$ cat config.mk
export PLATFORM = sky130hd
export DESIGN_NAME = csr_test_sequencer
export DESIGN_NICKNAME = d
export VERILOG_FILES = /design/src/rtl/rtl_settings_pkg.sv /design/src/rtl/csr_test_sequencer.sv
export SDC_FILE = /design/constraint.sdc
export NUM_CORES = 1
export LEC_CHECK = 0
export CAP_MARGIN = 30
export CORE_UTILIZATION = 45
export CTS_CLUSTER_SIZE = 8
export DETAILED_ROUTE_END_ITERATION = 8
export DONT_BUFFER_PORTS = 1
export MAX_ROUTING_LAYER = met4
export PLACE_DENSITY_LB_ADDON = 0.05
export SLEW_MARGIN = 15
export SYNTH_ARGS = -nofsm -noshare
export SYNTH_HDL_FRONTEND = slang
export SYNTH_SLANG_ARGS = --single-unit
$ cat constraint.sdc
create_clock -name clk_sys_i -period 1.8 [get_ports clk_sys_i]
set_clock_uncertainty 0.15 [all_clocks]
set_input_delay 0.18 -clock clk_sys_i [delete_from_list [all_inputs] [get_ports clk_sys_i]]
set_output_delay 0.18 -clock clk_sys_i [all_outputs]
set_load 0.005 [all_outputs]
$ cat src/rtl/rtl_settings_pkg.sv
`default_nettype none
// ============================================================================
//  Module     : rtl_settings_pkg
//  Description: CSR map constants and sequencer state encoding shared by the
//               mem_checker CSR test sequencer.
//  Revision   : 1.0  initial release
// ============================================================================
package rtl_settings_pkg;

  localparam logic [3:0] CSR_CTRL      = 4'd0;
  localparam logic [3:0] CSR_PARAM0    = 4'd1;
  localparam logic [3:0] CSR_STATUS    = 4'd4;
  localparam logic [3:0] CSR_RES_FIRST = 4'd5;
  localparam logic [3:0] CSR_RES_LAST  = 4'd14;
  localparam int         RES_WORDS     = 10;
  localparam int         PARAM_WORDS   = 3;

  typedef enum logic [3:0] {
    SEQ_IDLE      = 4'd0,
    SEQ_WR_PARAM  = 4'd1,
    SEQ_WR_START  = 4'd2,
    SEQ_POLL_WAIT = 4'd3,
    SEQ_POLL_RD   = 4'd4,
    SEQ_POLL_CHK  = 4'd5,
    SEQ_RD_RES    = 4'd6,
    SEQ_RES_LAST  = 4'd7,
    SEQ_FINISH    = 4'd8
  } seq_state_e;

endpackage
`default_nettype wire

$ cat src/rtl/csr_test_sequencer.sv
`default_nettype none
// ============================================================================
//  Module     : csr_test_sequencer
//  Description: Avalon-MM master that programs mem_checker, polls its status
//               and snapshots the ten result words.
//  Revision   : 1.0  initial release
// ============================================================================
module csr_test_sequencer
  import rtl_settings_pkg::*;
#(
  parameter int POLL_GAP   = 16,
  parameter int POLL_LIMIT = 4096,
  parameter int POLL_CNT_W = 13
) (
  input  logic                             clk_sys_i,
  input  logic                             rst_i,
  input  logic                             run_i,
  input  logic [PARAM_WORDS-1:0][31:0]     param_i,
  output logic                             busy_o,
  output logic                             done_o,
  output logic                             timeout_o,
  output logic [RES_WORDS-1:0][31:0]       result_o,
  output logic                             sys_read_o,
  output logic                             sys_write_o,
  output logic [3:0]                       sys_address_o,
  output logic [31:0]                      sys_writedata_o,
  input  logic [31:0]                      sys_readdata_i
);

  localparam int                    c_GAP_W     = $clog2(POLL_GAP + 1);
  localparam logic [c_GAP_W-1:0]    c_GAP_END   = c_GAP_W'(POLL_GAP - 1);
  localparam logic [POLL_CNT_W-1:0] c_POLL_MAX  = POLL_CNT_W'(POLL_LIMIT);
  localparam logic [3:0]            c_PARAM_END = 4'(PARAM_WORDS - 1);
  localparam logic [3:0]            c_RES_END   = 4'(RES_WORDS - 1);

  seq_state_e                   r_state;
  seq_state_e                   w_next;
  logic [PARAM_WORDS-1:0][31:0] r_param;
  logic [3:0]                   r_idx;
  logic [c_GAP_W-1:0]           r_gap_cnt;
  logic [POLL_CNT_W-1:0]        r_poll_cnt;
  logic                         r_timeout;
  logic                         r_cap_vld;
  logic [3:0]                   r_cap_idx;
  logic [RES_WORDS-1:0][31:0]   r_result;
  logic                         w_start;
  logic                         w_poll_expired;
  logic [31:0]                  w_param_sel;

  assign w_start        = (r_state == SEQ_IDLE) && run_i;
  assign w_poll_expired = (r_state == SEQ_POLL_CHK) && !sys_readdata_i[0]
                          && (r_poll_cnt == c_POLL_MAX);

  // State register
  always_ff @(posedge clk_sys_i or negedge rst_i) begin
    if (!rst_i) begin
      r_state <= SEQ_IDLE;
    end else begin
      r_state <= w_next;
    end
  end

  // Next-state logic
  always_comb begin
    w_next = r_state;
    case (r_state)
      SEQ_IDLE:      if (run_i) w_next = SEQ_WR_PARAM;
      SEQ_WR_PARAM:  if (r_idx == c_PARAM_END) w_next = SEQ_WR_START;
      SEQ_WR_START:  w_next = SEQ_POLL_WAIT;
      SEQ_POLL_WAIT: if (r_gap_cnt == c_GAP_END) w_next = SEQ_POLL_RD;
      SEQ_POLL_RD:   w_next = SEQ_POLL_CHK;
      SEQ_POLL_CHK: begin
        if (sys_readdata_i[0])               w_next = SEQ_RD_RES;
        else if (r_poll_cnt == c_POLL_MAX)   w_next = SEQ_FINISH;
        else                                 w_next = SEQ_POLL_WAIT;
      end
      SEQ_RD_RES:    if (r_idx == c_RES_END) w_next = SEQ_RES_LAST;
      SEQ_RES_LAST:  w_next = SEQ_FINISH;
      SEQ_FINISH:    w_next = SEQ_IDLE;
      default:       w_next = SEQ_IDLE;
    endcase
  end

  // Sequencing counters, parameter latch and sticky timeout
  always_ff @(posedge clk_sys_i or negedge rst_i) begin
    if (!rst_i) begin
      r_param    <= '0;
      r_idx      <= '0;
      r_gap_cnt  <= '0;
      r_poll_cnt <= '0;
      r_timeout  <= 1'b0;
    end else begin
      if (w_start) begin
        r_param    <= param_i;
        r_poll_cnt <= '0;
        r_timeout  <= 1'b0;
      end
      if ((r_state == SEQ_WR_PARAM && r_idx != c_PARAM_END) || r_state == SEQ_RD_RES) begin
        r_idx <= r_idx + 4'd1;
      end else begin
        r_idx <= '0;
      end
      if (r_state == SEQ_POLL_WAIT) begin
        r_gap_cnt <= r_gap_cnt + c_GAP_W'(1);
      end else begin
        r_gap_cnt <= '0;
      end
      if (r_state == SEQ_POLL_RD && r_poll_cnt != c_POLL_MAX) begin
        r_poll_cnt <= r_poll_cnt + POLL_CNT_W'(1);
      end
      if (w_poll_expired) begin
        r_timeout <= 1'b1;
      end
    end
  end

  // Read data trails the address by one cycle, so the capture index is delayed too
  always_ff @(posedge clk_sys_i or negedge rst_i) begin
    if (!rst_i) begin
      r_cap_vld <= 1'b0;
      r_cap_idx <= '0;
      r_result  <= '0;
    end else begin
      r_cap_vld <= (r_state == SEQ_RD_RES);
      r_cap_idx <= r_idx;
      for (int k = 0; k < RES_WORDS; k++) begin
        if (r_cap_vld && r_cap_idx == 4'(k)) begin
          r_result[k] <= sys_readdata_i;
        end
      end
    end
  end

  always_comb begin
    case (r_idx[1:0])
      2'd0:    w_param_sel = r_param[0];
      2'd1:    w_param_sel = r_param[1];
      default: w_param_sel = r_param[2];
    endcase
  end

  // Output logic: bus fields are zero whenever no transfer is issued
  always_comb begin
    sys_read_o      = 1'b0;
    sys_write_o     = 1'b0;
    sys_address_o   = '0;
    sys_writedata_o = '0;
    busy_o          = (r_state != SEQ_IDLE) && (r_state != SEQ_FINISH);
    done_o          = (r_state == SEQ_FINISH);
    case (r_state)
      SEQ_WR_PARAM: begin
        sys_write_o     = 1'b1;
        sys_address_o   = CSR_PARAM0 + r_idx;
        sys_writedata_o = w_param_sel;
      end
      SEQ_WR_START: begin
        sys_write_o     = 1'b1;
        sys_address_o   = CSR_CTRL;
        sys_writedata_o = 32'h1;
      end
      SEQ_POLL_RD: begin
        sys_read_o    = 1'b1;
        sys_address_o = CSR_STATUS;
      end
      SEQ_RD_RES: begin
        sys_read_o    = 1'b1;
        sys_address_o = CSR_RES_FIRST + r_idx;
      end
      default: begin
        sys_read_o = 1'b0;
      end
    endcase
  end

  assign timeout_o = r_timeout;
  assign result_o  = r_result;

endmodule
`default_nettype wire

==> reports/results.txt <==
For the final sum of negative setup slack, the log shows -56,850 ps. The via count of the first global-routing pass is 13,260, and the starting density of the core is 0.4602. The analysis attributes to cell leakage a power of 12.33 nW. After the last flow step, the layout net total stands at 1,852. Sequential cell area fraction in the yosys report: 0.6260. For the worst-skew pair, the clock arrives at the later sink with an insertion delay of 580 ps. After global routing, the most crowded layer is met2.

STA classifies the critical path startpoint as a flop. The flow ran to the end, but the final reports show violations. The tools report the number of antenna violations at the first check in global routing as 2. Floorplan row count: 72.

Clock-pin slew was measured on the worst setup and hold paths at 50 ps. The all-layer global routing usage was 0.2883. The filler-free cell count of the finished design was 2,241; the share of final-layout standard cells stronger than drive strength 1 was 0.5107.

The worst setup path is of the reg -> out kind. Hold repair after CTS inserted 129 buffers. The tools report the final count of pins violating max slew as 0. For the data arrival time of the critical path, the log shows 2100 ps. Counting cells, the worst reg-to-reg path comes to 14. CTS placed an instance of sky130_fd_sc_hd__clkbuf_16 at the clock tree root. The routing usage on met2 came out at 0.4626. Setup violations remaining at the end of the flow were counted as 344. The die covers 0.04060 mm2. Setup repair after global routing could not meet its margin everywhere. The highest-delay cell along the critical path was sky130_fd_sc_hd__dfrtp_1. The synthesized instance count is 1,432, and the height of the chip is 201.5 um. In the routed design, unresolved DRC markers number 0.

Detail-routed net length per standard cell: 27.55 um. The final cycle utilization of the critical path is 1.351. The detailed router finished its first iteration with 654 violations.

TritonCTS built the clock tree. Once layout is done, the placed cells without fillers occupy 0.02597 mm2. The required time of the worst setup path came out at 1470 ps. The worst setup margin was -631.9 ps. The count of cell types in the netlist is 47. Counting the buffers created by CTS gives 66. The worst-case IR drop observed on VDD is 0.9607 mV. Max-cap violations in this run came to 0. For the largest net degree at the start of global routing, the log shows 449.

The post-synth design cell area was 0.01791 mm2; the final number of hold-violating endpoints was 448. The layout overhead on the synthesized area was 45.03%; the final weighted congestion in routability-driven placement was 0.8186. The number of nets in the synthesized netlist is 1,571.

The total vias in the final route is 12,760, and the worst hold slack after final layout is -826.9 ps. The detailed-placement wirelength estimate came out at 32.69 mm. The synthesized design contains 448 register bits. The logs give 3 for the H-tree level count and 85.57 mm for the first-pass GRT wire length.

The checks that failed: negative hold slack, negative setup slack. The detail route stage leaves a number of antenna-violating nets equal to 0. Along the worst path, the maximum fanout reaches 4. The floorplan step set the die width to 201.5 um. Derived from the worst setup path, the maximum achievable clock frequency is 411.2 MHz.

For this design, the sink count on the clock tree is 448. The global-route track usage on met1 is 0.3399. The tools report the reg-to-reg critical path startpoint as r_state[3]$_DFFE_PN0P_. Most frequent standard cell in the layout excluding fill and tap cells: sky130_fd_sc_hd__dfrtp_1.

The number of ports placed on the die boundary was 492. The yosys synthesis warning count was 0. The run gives 0.6674 as the end-of-flow core utilization. Input and output buffers added on the ports amount to 0.

OpenSTA, run right after detailed placement, puts the worst setup slack at -83.21 ps. The critical path starts at r_idx[0]$_DFF_PN0_. In this design, the stage delay of the slowest critical-path cell is 430 ps.

Power comes to 32.27 mW. Across all register-to-register paths, the minimum setup slack is -360 ps. Worst slew slack as a fraction of its limit: 0.2233.

The worst hold path belongs to the class in -> async. The global-route track usage on met3 was 0.08471; the detailed-router iteration count before antenna repair was 4. Once placement finished, the instance area stood at 0.01913 mm2.

The worst register-to-register path ends at r_param[47]$_DFFE_PN0P_. A synthesized cell averages 12.51 um2. In the routed layout, each cell is associated on average with a via count of 5.694. Summed over all layers, the global routing overflow is 0. Actual transition at the worst max-transition pin: 1165 ps.

For the finished layout, the period the worst path requires is 2432 ps. The fill cell instance count of the final layout is 2,704. The core box area is 0.03892 mm2. The worst-case clock buffer depth came out at 3. Walking the worst path, the cells encountered are inv_2 > ha_4 > nor2_4 > buf_6 > clkbuf_16 > nand2_1 > a21oi_1.

STA classifies the critical path endpoint as an output pin. The library cells used most frequently in the layout, excluding fill and tap cells, are sky130_fd_sc_hd__dfrtp_1, sky130_fd_sc_hd__mux2_2, sky130_fd_sc_hd__nand2_2, sky130_fd_sc_hd__dlygate4sd3_1, sky130_fd_sc_hd__nand2_1. For this design the ratio of total power to cell area is 1242 mW/mm2. The number of placed instances, taps included, is 1,932. For the overall routed net length, the log shows 61.75 mm.
==> state kept, by name, indices dropped and copies added (netlist names) <==
register    flops
r_cap_idx       4
r_cap_vld       1
r_gap_cnt       5
r_idx           4
r_param        96
r_poll_cnt     13
r_state         4
result_o      320
timeout_o       1
==> routing by layer <==
metal	vias to the layer above	routed length [um]	share of wire
met2	553	30450	0.49
met4	0	2224	0.036
met3	134	5020	0.081
li1	5393	-	-
met5	-	0	0
met1	6680	24050	0.39
==> critical path, delay by kind of cell, from the launching register on <==
family	cells	cell delay, ps
simple gates	2	260
flops	1	430
compound gates	1	250
buf+inv	3	390
fa+ha+maj	1	190
==> synth_stat cells, drive strengths merged <==
library cell,instances,area (um2)
a211o,2,17.52
a21boi,1,7.510
a21oi,37,185.2
a221o,1,10.01
a22o,3,26.28
a22oi,32,240.2
a2bb2oi,1,8.760
a31oi,1,6.260
and2,1,6.260
and3,9,56.30
and4bb,1,12.51
buf,65,291.5
clkbuf,46,173.9
dfrtp,448,11210
ha,8,100.1
inv,9,33.78
mux2,316,3558
mux2i,5,50.05
nand2,341,1280
nand2b,5,31.28
nand3,10,50.05
nand3b,4,30.03
nand4,3,18.77
nand4bb,1,11.26
nor2,36,135.1
nor2b,4,25.02
nor3,3,26.28
nor3b,3,32.53
nor4,3,33.78
nor4b,5,43.79
o2111a,1,11.26
o211ai,1,7.510
o21ai,11,55.05
o221ai,1,8.760
o31ai,1,7.510
or2,1,6.260
or3,3,18.77
or4b,2,20.02
xnor2,4,35.03
xor2,3,26.28
==> kinds of logic (layout without fill, tap and decap cells) <==
logic type | Yosys count | count (layout) | share of synthesized area
other | 0 | 2 | 0
XOR/XNOR | 7 | 7 | 0.003423
AND/OR/NAND/NOR | 435 | 437 | 0.1026
flip-flops | 448 | 448 | 0.6260
buffers and inverters | 120 | 407 | 0.02787
adder cells (fa/ha/maj) | 8 | 8 | 0.005589
AO/OA/AOI/OAI | 93 | 93 | 0.03305
multiplexers | 321 | 321 | 0.2015
==> where the power goes <==
| group | internal (mW) | switching (mW) |
|---|---|---|
| Clock | 6.77 | 4.32 |
| Combinational | 4.03 | 4.37 |
| Sequential | 11.4 | 1.33 |
| Total | 22.2 | 10.0 |
==> final cells by class <==
type                       instances  area, um2  share of cell area
clock inverter                     5      70.07            0.002698
clock buffer                      71       1734             0.06677
timing repair buffer             322       4237              0.1631
sequential                       448      11210              0.4317
tap                              518      648.1             0.02495
inverter                           9      36.28            0.001397
multi-input combinational        866       8031              0.3092
antenna                            2      5.005           0.0001927
==> worst max path at each step <==
stage                                     end  slack [ps]  cells past startpoint
CTS                        sys_writedata_o[7]        -570                      7
detailed placement  r_poll_cnt[0]$_DFFE_PN0P_         -80                      6
global placement          sys_writedata_o[18]         -70                      7
global route              sys_writedata_o[13]        -690                      7
floorplan           result_o[156]$_DFFE_PN0P_         0.9                      5
finish                    sys_writedata_o[11]        -630                      7
==> what timing repair did <==
action                                  CTS  global route
hold endpoints to repair                874           448
gates cloned                             30            18
resized for setup                       211           430
endpoints found under the setup margin  218           474
pin swaps                                97           180
buffers inserted                         53            25
Power figures use the tool's default switching activity.
